### src/rtl/mire_gen.sv
// mire_gen: Wishbone-master test-pattern generator.
// Writes full frames of 0x00RRGGBB pixels into the framebuffer in bursts of
// up to BURST_LEN acked beats. Each tenure is followed by exactly one idle
// cycle so the bus arbiter can serve the display reader.
// Optional feature macro: MIRE_GEN_CTI_BURST_EN. When defined, cti signals an
// incrementing burst (3'b010) with an end-of-burst marker (3'b111) on the final
// beat of each tenure. When undefined, cti stays at classic cycle (3'b000).
module mire_gen #(
  parameter int          HDISP     = 800,
  parameter int          VDISP     = 480,
  parameter logic [31:0] BASE_ADR  = 32'h0000_0000,
  parameter int          BURST_LEN = 64,
  parameter int          GRID_STEP = 16
) (
  input  logic        clk,
  input  logic        rst,
  input  logic        enable,
  input  logic [1:0]  mode,
  input  logic [23:0] solid_rgb,
  output logic [31:0] adr,
  output logic [31:0] dat_ms,
  output logic        we,
  output logic [3:0]  sel,
  output logic        cyc,
  output logic        stb,
  output logic [2:0]  cti,
  output logic [1:0]  bte,
  input  logic        ack,
  output logic        busy,
  output logic        frame_done
);

  localparam int PIX_W  = (HDISP > 1) ? $clog2(HDISP) : 1;
  localparam int LINE_W = (VDISP > 1) ? $clog2(VDISP) : 1;
  localparam int BC_W   = $clog2(BURST_LEN);
  localparam int GS_LG  = $clog2(GRID_STEP);

  localparam logic [PIX_W-1:0]  PIX_LAST  = PIX_W'(HDISP - 1);
  localparam logic [LINE_W-1:0] LINE_LAST = LINE_W'(VDISP - 1);
  localparam logic [BC_W-1:0]   BC_LAST   = BC_W'(BURST_LEN - 1);
  localparam logic [31:0]       GS_MASK   = 32'(GRID_STEP - 1);

  localparam logic [23:0] WHITE = 24'hFF_FFFF;
  localparam logic [23:0] BLACK = 24'h00_0000;

  typedef enum logic [1:0] {
    IDLE    = 2'd0,
    BURST   = 2'd1,
    RELEASE = 2'd2
  } state_t;

  state_t             state;
  logic [PIX_W-1:0]   pix;
  logic [LINE_W-1:0]  line;
  logic [BC_W-1:0]    bcnt;
  logic [1:0]         mode_q;
  logic [23:0]        rgb_q;
  logic               frame_cmp;

  logic               beat;
  logic               last_pix;
  logic               tenure_last;

  // Bar colour lookup: white, yellow, cyan, green, magenta, red, blue, black.
  function automatic logic [23:0] bar_colour(input logic [2:0] idx);
    case (idx)
      3'd0:    return 24'hFF_FFFF;
      3'd1:    return 24'hFF_FF00;
      3'd2:    return 24'h00_FFFF;
      3'd3:    return 24'h00_FF00;
      3'd4:    return 24'hFF_00FF;
      3'd5:    return 24'hFF_0000;
      3'd6:    return 24'h00_00FF;
      default: return 24'h00_0000;
    endcase
  endfunction

  // A beat completes when the slave acks while we hold the bus.
  assign beat        = (state == BURST) && ack;
  assign last_pix    = (pix == PIX_LAST) && (line == LINE_LAST);
  assign tenure_last = (bcnt == BC_LAST) || last_pix;

  assign stb        = cyc;
  assign we         = 1'b1;
  assign sel        = 4'b1111;
  assign bte        = 2'b00;
  assign frame_done = beat && last_pix;

`ifdef MIRE_GEN_CTI_BURST_EN
  assign cti = (state != BURST) ? 3'b000 : (tenure_last ? 3'b111 : 3'b010);
`else
  assign cti = 3'b000;
`endif

  // Bus tenure control: IDLE -> BURST -> RELEASE, with frame-start latching.
  always_ff @(posedge clk) begin
    if (rst) begin
      state     <= IDLE;
      cyc       <= 1'b0;
      bcnt      <= '0;
      mode_q    <= 2'd0;
      rgb_q     <= 24'd0;
      busy      <= 1'b0;
      frame_cmp <= 1'b0;
    end else begin
      case (state)
        IDLE: begin
          if (enable) begin
            mode_q <= mode;
            rgb_q  <= solid_rgb;
            busy   <= 1'b1;
            cyc    <= 1'b1;
            state  <= BURST;
          end
        end
        BURST: begin
          if (ack) begin
            bcnt <= bcnt + BC_W'(1);
            if (last_pix) frame_cmp <= 1'b1;
            if (tenure_last) begin
              cyc   <= 1'b0;
              state <= RELEASE;
            end
          end
        end
        RELEASE: begin
          bcnt <= '0;
          if (frame_cmp) begin
            frame_cmp <= 1'b0;
            if (enable) begin
              mode_q <= mode;
              rgb_q  <= solid_rgb;
              cyc    <= 1'b1;
              state  <= BURST;
            end else begin
              busy  <= 1'b0;
              state <= IDLE;
            end
          end else begin
            cyc   <= 1'b1;
            state <= BURST;
          end
        end
        default: begin
          cyc   <= 1'b0;
          state <= IDLE;
        end
      endcase
    end
  end

  // Raster position and byte address advance on every acked beat; the
  // address is stepped incrementally and wraps to the base after the frame.
  always_ff @(posedge clk) begin
    if (rst) begin
      pix  <= '0;
      line <= '0;
      adr  <= BASE_ADR;
    end else if (beat) begin
      if (pix == PIX_LAST) begin
        pix <= '0;
        if (line == LINE_LAST) line <= '0;
        else                   line <= line + LINE_W'(1);
      end else begin
        pix <= pix + PIX_W'(1);
      end
      adr <= last_pix ? BASE_ADR : adr + 32'd4;
    end
  end

  // Pixel colour from the current raster position and the latched mode.
  always_comb begin
    logic [31:0] pix32;
    logic [31:0] line32;
    logic [2:0]  bar_idx;
    logic        grid_on;
    logic        checker_on;
    pix32      = 32'(pix);
    line32     = 32'(line);
    grid_on    = ((pix32 & GS_MASK) == 32'd0) || ((line32 & GS_MASK) == 32'd0);
    checker_on = pix32[GS_LG] ^ line32[GS_LG];
    // (pix*8)/HDISP, found by counting how many bar boundaries pix*8 has passed.
    bar_idx = 3'd0;
    for (int k = 1; k < 8; k++) begin
      if ((pix32 << 3) >= 32'(k * HDISP)) bar_idx = bar_idx + 3'd1;
    end
    case (mode_q)
      2'd0:    dat_ms = {8'h00, grid_on ? WHITE : BLACK};
      2'd1:    dat_ms = {8'h00, bar_colour(bar_idx)};
      2'd2:    dat_ms = {8'h00, checker_on ? WHITE : BLACK};
      default: dat_ms = {8'h00, rgb_q};
    endcase
  end

endmodule

### config.mk
export PLATFORM = sky130hd
export DESIGN_NAME = mire_gen
export DESIGN_NICKNAME = d
export VERILOG_FILES = /design/src/rtl/mire_gen.sv
export SDC_FILE = /design/constraint.sdc
export NUM_CORES = 1
export LEC_CHECK = 0
export CAP_MARGIN = 5
export CORE_MARGIN = 10
export CORE_UTILIZATION = 40
export CTS_CLUSTER_DIAMETER = 80
export DETAILED_ROUTE_END_ITERATION = 10
export PLACE_DENSITY = 0.7
export SETUP_SLACK_MARGIN = 0.1
export SYNTH_ARGS = -nofsm -noshare
export SYNTH_HDL_FRONTEND = slang
export SYNTH_SLANG_ARGS = --single-unit
export TNS_END_PERCENT = 10
### constraint.sdc
create_clock -name clk -period 12.46 [get_ports clk]
set_input_delay 2.492 -clock clk [delete_from_list [all_inputs] [get_ports clk]]
set_output_delay 2.492 -clock clk [all_outputs]
set_load 0.02 [all_outputs]
Word level (Yosys, flattened, before mapping)
Cells that the tools add are included.
Widths: inputs -> output; s select.
{"block": "word_totals", "out_inout_bits": 78, "register_bits": 88, "inputBits": 30}
{"block": "classes", "bitwise_logic": 1, "eq_ne": 19, "reduce_logical": 19, "add_sub_neg": 10, "magnitude_cmp": 7, "mux": 40}
{"op": "$pmux 24 s7", "count": 1}
{"op": "$mux 24", "count": 4}
{"op": "$pmux 24 s3", "count": 1}
{"op": "$logic_not 32->1", "count": 2}
{"op": "$pmux 24 s2", "count": 1}
{"op": "$ge 13x12->1 const B", "count": 3}
{"op": "$add 32x3->32 const B", "count": 1}
{"op": "$mux 32", "count": 1}
{"op": "$ge 13x13->1 const B", "count": 2}
{"op": "$add 3x1->3 const B", "count": 6}
{"op": "$mux 3", "count": 6}
{"op": "$ge 13x10->1 const B", "count": 1}
{"op": "$ge 13x11->1 const B", "count": 1}
{"op": "$mux 2", "count": 6}
{"op": "$ne 2x2->1 const B", "count": 6}
{"op": "$pmux 6 s2", "count": 1}
{"op": "$mux 1", "count": 11}
{"op": "$add 10x1->10 const B", "count": 1}
{"op": "$eq 10x10->1 const B", "count": 1}
{"op": "$mux 10", "count": 1}
{"op": "$add 9x1->9 const B", "count": 1}
{"op": "$eq 3x3->1 const B", "count": 3}
{"op": "$eq 9x9->1 const B", "count": 1}
{"op": "$mux 9", "count": 1}
{"op": "20 further kinds", "count": 33}

Longest topological paths before layout
Gate-level depths: netlist (run 1).
{"block": "depth", "ltp_word": 17, "mapped_depth": 23}

Worst setup path after synthesis (run 1)
Ideal clock, no wire load.
{"block": "synth_timing", "path_kind": "reg-to-output", "from": "register pix[9]", "to": "output port dat_ms[10]", "stages_incl_launch_ff": 22, "path_buffers": 2, "setup_slack_ps": 5507, "required_time_ps": 9968, "arrival_ps": 4461, "cell_sequence": "dfxtp_1 > clkbuf_2 > buf_1 > nor3_1 > and2_1 > ha_1 > xor2_2 > ha_1 > nor2b_1 > a21o_1 > ha_1 > nor2_1 > nor2_1 > ha_1 > mux2i_1 > a22o_1 > nor2_1 > ha_1 > nand3_1 > xnor3_1 > mux2i_2 > nand2_1"}
{"block": "synth_via", "elab_chain_len": 17, "word_cells_on_any_way": 29, "classes_between": "6 x add/sub; 7 x order compare; 6 x eq/ne; 9 x mux; 1 x reduce/logical"}
{"item": "start: declaration", "line_no": "53", "rtl": "logic [PIX_W-1:0] pix;"}
{"item": "start signal: assignment", "line_no": "165", "rtl": "pix <= pix + PIX_W'(1);"}
{"item": "$ge 13x10->1", "line_no": "185", "rtl": "if ((pix32 << 3) >= 32'(k * HDISP)) bar_idx = bar_idx + 3'd1;"}
{"item": "$mux 1", "line_no": "185"}
{"item": "$add 3x1->3", "line_no": "185"}
{"item": "$mux 3", "line_no": "185"}
{"item": "$add 3x1->3", "line_no": "185"}
{"item": "$mux 3", "line_no": "185"}
{"item": "$add 3x1->3", "line_no": "185"}
{"item": "$mux 3", "line_no": "185"}
{"item": "$add 3x1->3", "line_no": "185"}
{"item": "$mux 3", "line_no": "185"}
{"item": "$add 3x1->3", "line_no": "185"}
{"item": "$mux 3", "line_no": "185"}
{"item": "$add 3x1->3", "line_no": "185"}
{"item": "$mux 3 *", "line_no": "185"}
{"item": "$eq 3x3->1, or another cell as far along", "line_no": "66", "rtl": "case (idx)"}
{"item": "$pmux 24 s7 *", "line_no": "66"}
{"item": "$pmux 24 s3 *", "line_no": "187", "rtl": "case (mode_q)"}
{"item": "end: declaration", "line_no": "21", "rtl": "output logic [31:0] dat_ms,"}
Every way passes the cells marked *; elsewhere a longest branch is shown, timed or not.

Worst setup path in the final report (run 1)
{"block": "layout_timing", "from": "register pix[9]", "to": "output port dat_ms[9]"}
Same word-level chain as after synthesis.

==> impl_metrics.csv, run 1 <==
group,metric,value,unit
power_and_ir_drop,p_leak,2.12,nW
synthesis,synthAdderAreaFrac,3.20,%
critical_path,worstSetupEndpointType,"output pin",
cts,numCtsBuffers,9,
synthesis,synth_cells,597,
finish,nets,706,
run_status,status,"finished, final reports clean",
grt,antenna_found_initial,0,
synthesis,ys_async_sr_fraction,0,%
critical_path,arrival,5.56,ns
synthesis,synth_top_area_share,36.7,%
finish,multi_input_area,0.00268,sq mm
timing,fin_ws,4.41,ns
floorplan,initial_core_util,40.9,%
synthesis,synthTopCellsByCount,"nand2_1 (128), dfxtp_1 (86), nor2_1 (72)",
timing,skew,0.00835,ns
hold_path,worstHoldPathType,"reg -> reg",
grt,overflow,0,
timing,finalHoldViolCount,0,
flow_run,maxCapViolations,0,
place,globalplace.congestion,0.833,
finish,register_area,0.00172,sq mm
finish,syn2layout_area_growth,24.3,%
hold_path,min_to,"rgb_q[16]$_SDFFE_PP0P_",
floorplan,core_area,0.0115,sq mm
timing,tns,0,ns
critical_path,required,9.97,ns
floorplan,die_y,128,um
place,portBuffers,87,
cts,postCtsSetupBuffers,0,
critical_path,crit_type,"reg -> out",
timing,min_period,8.05,ns
hold_path,holdPathStages,2,
hold_path,min_from,"rgb_q[16]$_SDFFE_PP0P_",
synthesis,yosysSeqAreaShare,36.7,%
floorplan,die_width,128,um
synthesis,yosysMostFrequentCell,"nand2_1",
synthesis,synth_top_area_cell,"dfxtp_1",
cts,cts_sinks,86,
synthesis,synth_xor_area_share,10.1,%
critical_path,start_kind,"flip-flop",
critical_path,timing.rr.start,"state[0]$_SDFFE_PP0P_",
synthesis,synth-compound-area-share,12.4,%
timing,timing.fmax,124,MHz
timing,rsz0062_at_grt,"no",
timing,final.period_utilization,64.6,%
critical_path,reg2reg_slack,9.52,ns
route,drt-initial-drc-count,219,
route,wl,11500,um
finish,drive_above_1_share,6.73,%
floorplan,num_rows,39,
place,pre_cts_slack,4.78,ns
route,first_pass_iters,4,
cts,clkSlewWorstSetupHoldPaths,0.06,ns
finish,antenna_cells,0,
critical_path,reg2regPathDepth,7,
finish,finalNonFillerCells,812,
synthesis,syn-cell-area,0.00469,sq mm
floorplan,die_area,0.0165,sq mm
synthesis,synth_top_family_by_area,"simple AND/OR/NAND/NOR gates",
place,dp_cells,796,
synthesis,avgSynthCellArea,7.86,sq um
route,drc_errors,0,
critical_path,worstPathMaxFanout,16,
synthesis,synth-edff-count,0,
power_and_ir_drop,pwr_density_cell,108,mW/mm^2
timing,drv_slew,0,
timing,finalSetupViolCount,0,
finish,fillers,1071,
cts,clock_latency,0.33,ns
grt,grt_pass1_wl,18900,um
route,vias,4070,
synthesis,yosys.area_share.simple,28.9,%
route,vias_per_cell,5.01,
grt,grt_start_max_net_pins,47,
cts,root_buffer,"clkbuf_16",
floorplan,ios,108,
place,dpl.hpwl,8630,um
cts,cts_resized,0,
route,drtAntennaViolNets,0,
cts,clockBufferDepth,2,
synthesis,ys_top_cells_by_area,"dfxtp_1 (37%), nand2_1 (10%), nor2_1 (5.8%), a21oi_1 (5.2%), xor2_1 (5.0%)",
synthesis,ys_ff_latch,86,
grt,track_usage,13.7,%
synthesis,synthMuxAreaShare,0.934,%
critical_path,timing.rr.end,"adr[25]$_SDFFE_PP0P_",
cts,cts-htree-levels,3,
synthesis,yosys_warnings,0,
timing,max_slew.worst_pin.slew,0.855,ns
grt,grt_pass1_vias,3800,
timing,maxSlewHeadroom,43.0,%
cts,cts_tree,"built",
synthesis,synth_ff_type,"dfxtp_1",
power_and_ir_drop,peakVddDrop,0.0535,mV
route,wl_per_cell,14.1,um
synthesis,yosysUniqueCellTypes,61,
cts,cts_hold_buf,0,
[power breakdown]
group / internal (mW) / switching [mW]
Clock: 0.152 / 0.105
Sequential: 0.282 / 0.00572
Combinational: 0.0349 / 0.0474
[worst max-delay path: stages (launching register included)]
cell             delay [ns]
dfxtp_1                0.74
nor3_1                 0.09
and2_1                 0.20
inv_1                  0.06
ha_1                   0.16
inv_1                  0.04
mux2i_1                0.34
ha_1                   0.31
nor2b_1                0.17
a21o_1                 0.18
ha_1                   0.30
nor2_1                 0.12
nor2_1                 0.06
ha_1                   0.28
mux2i_1                0.06
a22o_1                 0.23
nor2_1                 0.11
ha_1                   0.15
nand3_1                0.07
xnor3_1                0.44
mux2i_2                0.43
nand2_1                0.12
clkdlybuf4s50_1        0.58
[stage by stage]
step	cell area [sq um]	util, %	power, mW	hold WS, ns
final	5830	50.8	0.627	0.455
after global routing	5830	50.8	0.652	0.480
after CTS	5830	50.8	0.633	0.456
after detailed placement	5540	48.3	0.376	0.447
after global placement	5540	48.3	0.375	0.444
after floorplan	4760	-	0.344	0.437
[layout by cell type (no fill, tap or decap), types with 15 or more instances in the layout]
cell type,n
nor2_1,72
inv_1,15
xor2_1,27
nand3_1,20
a21oi_1,49
dfxtp_1,86
nand2_1,128
clkdlybuf4s50_1,87
xnor2_1,20
conb_1,20
[flip-flops by register name, indices dropped and copies added (netlist names), 2 cells and up]
signal	count
adr	30
bcnt	6
line	9
mode_q	2
pix	10
rgb_q	24
state	2
[routing by layer]
| metal | up-vias | global-route usage [%] | part of all wire [%] | wire length [um] |
|---|---|---|---|---|
| met2 | 58 | 23.1 | 53 | 6050 |
| met3 | 9 | 2.98 | 4.5 | 511 |
| li1 | 2086 | - | - | - |
| met4 | 0 | 5.23 | 1.2 | 135 |
| met5 | - | 0 | 0 | 0 |
| met1 | 1917 | 16.6 | 42 | 4770 |
[final cells by class]
cell class / count / share of cell area [%]
multi-input cells: 461 / 46.0
flip-flops and latches: 86 / 29.5
repair buffers: 91 / 15.5
clock buffers: 14 / 4.70
well taps: 143 / 3.07
inverters: 15 / 0.966
clock inverters: 2 / 0.236
[logic make-up after synthesis]
group           after synthesis
fa+ha+maj                    12
other cells                   2
flops                        86
simple gates                293
buf+inv                      68
mux                           4
xor+xnor                     50
compound gates               82
[worst max-delay path by stage]
stage                     cells after the start  slack [ns]                start         end
after global placement                       20        4.97  pix[9]$_SDFFE_PP0P_   dat_ms[8]
after floorplan                              21        5.51  pix[9]$_SDFFE_PP0P_  dat_ms[10]
final                                        22        4.41  pix[9]$_SDFFE_PP0P_   dat_ms[9]
after global routing                         22        4.06  pix[9]$_SDFFE_PP0P_   dat_ms[9]
after detailed placement                     22        4.78  pix[9]$_SDFFE_PP0P_   dat_ms[9]
after CTS                                    22        4.39  pix[9]$_SDFFE_PP0P_   dat_ms[9]
Note: power is estimated with default switching activity, not from simulation.
==> run 2: changes to the inputs <==
==> constraint.sdc (replaced) <==
create_clock -name clk -period 7.7 [get_ports clk]
set_input_delay 1.54 -clock clk [delete_from_list [all_inputs] [get_ports clk]]
set_output_delay 1.54 -clock clk [all_outputs]
set_load 0.02 [all_outputs]
==> run 2 against run 1 <==
  * Total power increased by 70%
  * Die area unchanged
  * Register-to-register slack lost 4.5 ns
  * Critical endpoint is now dat_ms[8]
  * Final cell count did not move
  * Critical path depth shrank 2
  * Routed wire length grew 1.4%
  * Global-route usage increased by 0.24 points
  * Largest power group unchanged
  * First-iteration DRC count rose by 14%
  * Clock skew decreased by 0.0021 ns
  * Combinational power is 62% higher
  * Sequential power is 61% higher
  * Critical path type unchanged
==> impl_metrics.csv, run 2 (synthesis gave the netlist of run 1 again) <==
group,metric,value,unit
grt,grt_start_max_net_pins,47,
finish,final_cell_mix,"nand2_1 (128), clkdlybuf4s50_1 (87), dfxtp_1 (86)",
grt,track_usage,13.9,%
cts,cts_tree,"built",
finish,reg.largest.list,"adr: 30 flops, rgb_q: 24 flops, pix: 10 flops",
timing,final.period_utilization,91.1,%
critical_path,worstPathMaxFanout,16,
timing,tns,0,ns
critical_path,worstSetupEndpointType,"output pin",
cts,cts_sinks,86,
timing,drv_slew,0,
finish,nets,706,
cts,postCtsSetupBuffers,0,
timing,finalSetupViolCount,0,
finish,drive_above_1_share,7.03,%
place,portBuffers,87,
power_and_ir_drop,clkPwrFrac,43.7,%
cts,cts_hold_buf,0,
power_and_ir_drop,p_leak,2.13,nW
cts,root_buffer,"clkbuf_16",
power_and_ir_drop,swShare,24.3,%
floorplan,ios,108,
finish,antenna_cells,0,
timing,skew,0.00621,ns
route,drt-initial-drc-count,250,
floorplan,die_y,128,um
grt,grt_pass1_vias,3838,
finish,syn2layout_area_growth,25.0,%
cts,numCtsBuffers,9,
power_and_ir_drop,pwr_density_cell,181,mW/mm^2
floorplan,die_area,0.0165,sq mm
power_and_ir_drop,pwr-share-comb,12.5,%
route,vias,4084,
floorplan,core_area,0.0115,sq mm
finish,fin_area,0.00586,sq mm
finish,top_register,"adr",
route,first_pass_iters,4,
cts,cts_resized,0,
critical_path,crit_type,"reg -> out",
power_and_ir_drop,peakVddDrop,0.0851,mV
place,placed_area,0.00554,sq mm
route,vias_per_cell,5.03,
critical_path,arrival,5.47,ns
power_and_ir_drop,fin_total_pwr,1.06,mW
place,globalplace.congestion,0.818,
floorplan,die_width,128,um
cts,cts-htree-levels,3,
flow_run,maxCapViolations,0,
cts,clock_latency,0.33,ns
run_status,status,"finished, final reports clean",
cts,clockBufferDepth,2,
floorplan,num_rows,39,
cts,clkSlewWorstSetupHoldPaths,0.06,ns
timing,maxSlewHeadroom,42.8,%
timing,finalHoldViolCount,0,
timing,rsz0062_at_grt,"no",
critical_path,start_kind,"flip-flop",
timing,timing.fmax,143,MHz
route,wl,11600,um
timing,max_slew.worst_pin.slew,0.859,ns
grt,antenna_found_initial,0,
power_and_ir_drop,p_sw,0.258,mW
floorplan,initial_core_util,40.9,%
critical_path,required,6.16,ns
finish,layout_commonest_cell,"nand2_1",
place,dpl.hpwl,8680,um
power_and_ir_drop,power_frac_seq,43.8,%
grt,overflow,0,
hold_path,worstHoldPathType,"reg -> reg",
finish,largest_reg_flops,30,
finish,post-route-util,51.1,%
power_and_ir_drop,p_int,0.804,mW
grt,grt_pass1_wl,19000,um
timing,min_period,7.01,ns
route,drtAntennaViolNets,0,
route,drc_errors,0,
route,wl_per_cell,14.3,um
-- run 2: cell count changes in the layout (fill, tap and decap cells not counted), sizes merged --
cell and delta:
clkbuf -4, bufinv +2, clkinvlp +2, clkinv +1
inv -1
-- run 2: power groups by stage --
| stage | registers (mW) | logic [mW] | clock network, mW |
|---|---|---|---|
| 6_report | 0.465 | 0.133 | 0.464 |
| 5_1_grt | 0.467 | 0.145 | 0.493 |
| 4_1_cts | 0.465 | 0.134 | 0.475 |
| 3_5_place_dp | 0.475 | 0.134 | 0 |
| 3_3_place_gp | 0.474 | 0.133 | 0 |
| 2_1_floorplan | 0.474 | 0.0825 | 0 |
-- run 2: final cells by class --
type	instances	area, sq um
clock inverter	6	85.1
multi-input combinational	461	2680
clock buffer	10	239
sequential	86	1720
tap	143	179
inverter	15	56.3
fill	1066	5600
timing repair buffer	91	901
-- run 2: worst paths after layout --
| path | startpoint | endpoint | slack (ns) | cells after the start |
|---|---|---|---|---|
| setup / recovery | pix[9]$_SDFFE_PP0P_ | dat_ms[8] | 0.69 | 20 |
| setup reg to reg | state[0]$_SDFFE_PP0P_ | adr[16]$_SDFFE_PP0P_ | 5.00 | 7 |
| hold reg to reg | rgb_q[17]$_SDFFE_PP0P_ | rgb_q[17]$_SDFFE_PP0P_ | 0.46 | 2 |
| hold / removal | rgb_q[17]$_SDFFE_PP0P_ | rgb_q[17]$_SDFFE_PP0P_ | 0.46 | 2 |
-- run 2: through the flow --
step	hold slack, ns	worst slack [ns]	instances
after global placement	0.444	1.20	796
after detailed placement	0.447	1.01	796
after global routing	0.471	0.227	812
final	0.456	0.687	812
after floorplan	0.437	1.70	615
after CTS	0.455	0.649	812
-- run 2: per-layer routing --
layer | wire length [um] | vias up | track usage (%)
li1 | - | 2078 | -
met1 | 4840 | 1933 | 16.0
met2 | 6160 | 60 | 24.3
met3 | 436 | 13 | 3.02
met4 | 200 | 0 | 5.89
met5 | 0 | - | 0
-- run 2: worst max-delay path, stage by stage, from the launching register on --
cell	delay, ns
dfxtp_1	0.74
nor3_1	0.08
and2_1	0.20
ha_1	0.34
xor2_2	0.28
ha_1	0.27
nor2b_1	0.16
a21o_1	0.18
ha_1	0.30
nor2_1	0.11
nor2_1	0.05
ha_1	0.28
mux2i_1	0.06
a22o_1	0.23
nor2_1	0.10
ha_1	0.16
nand3_1	0.07
xnor3_1	0.44
mux2i_2	0.41
nand2_1	0.10
clkdlybuf4s50_1	0.56
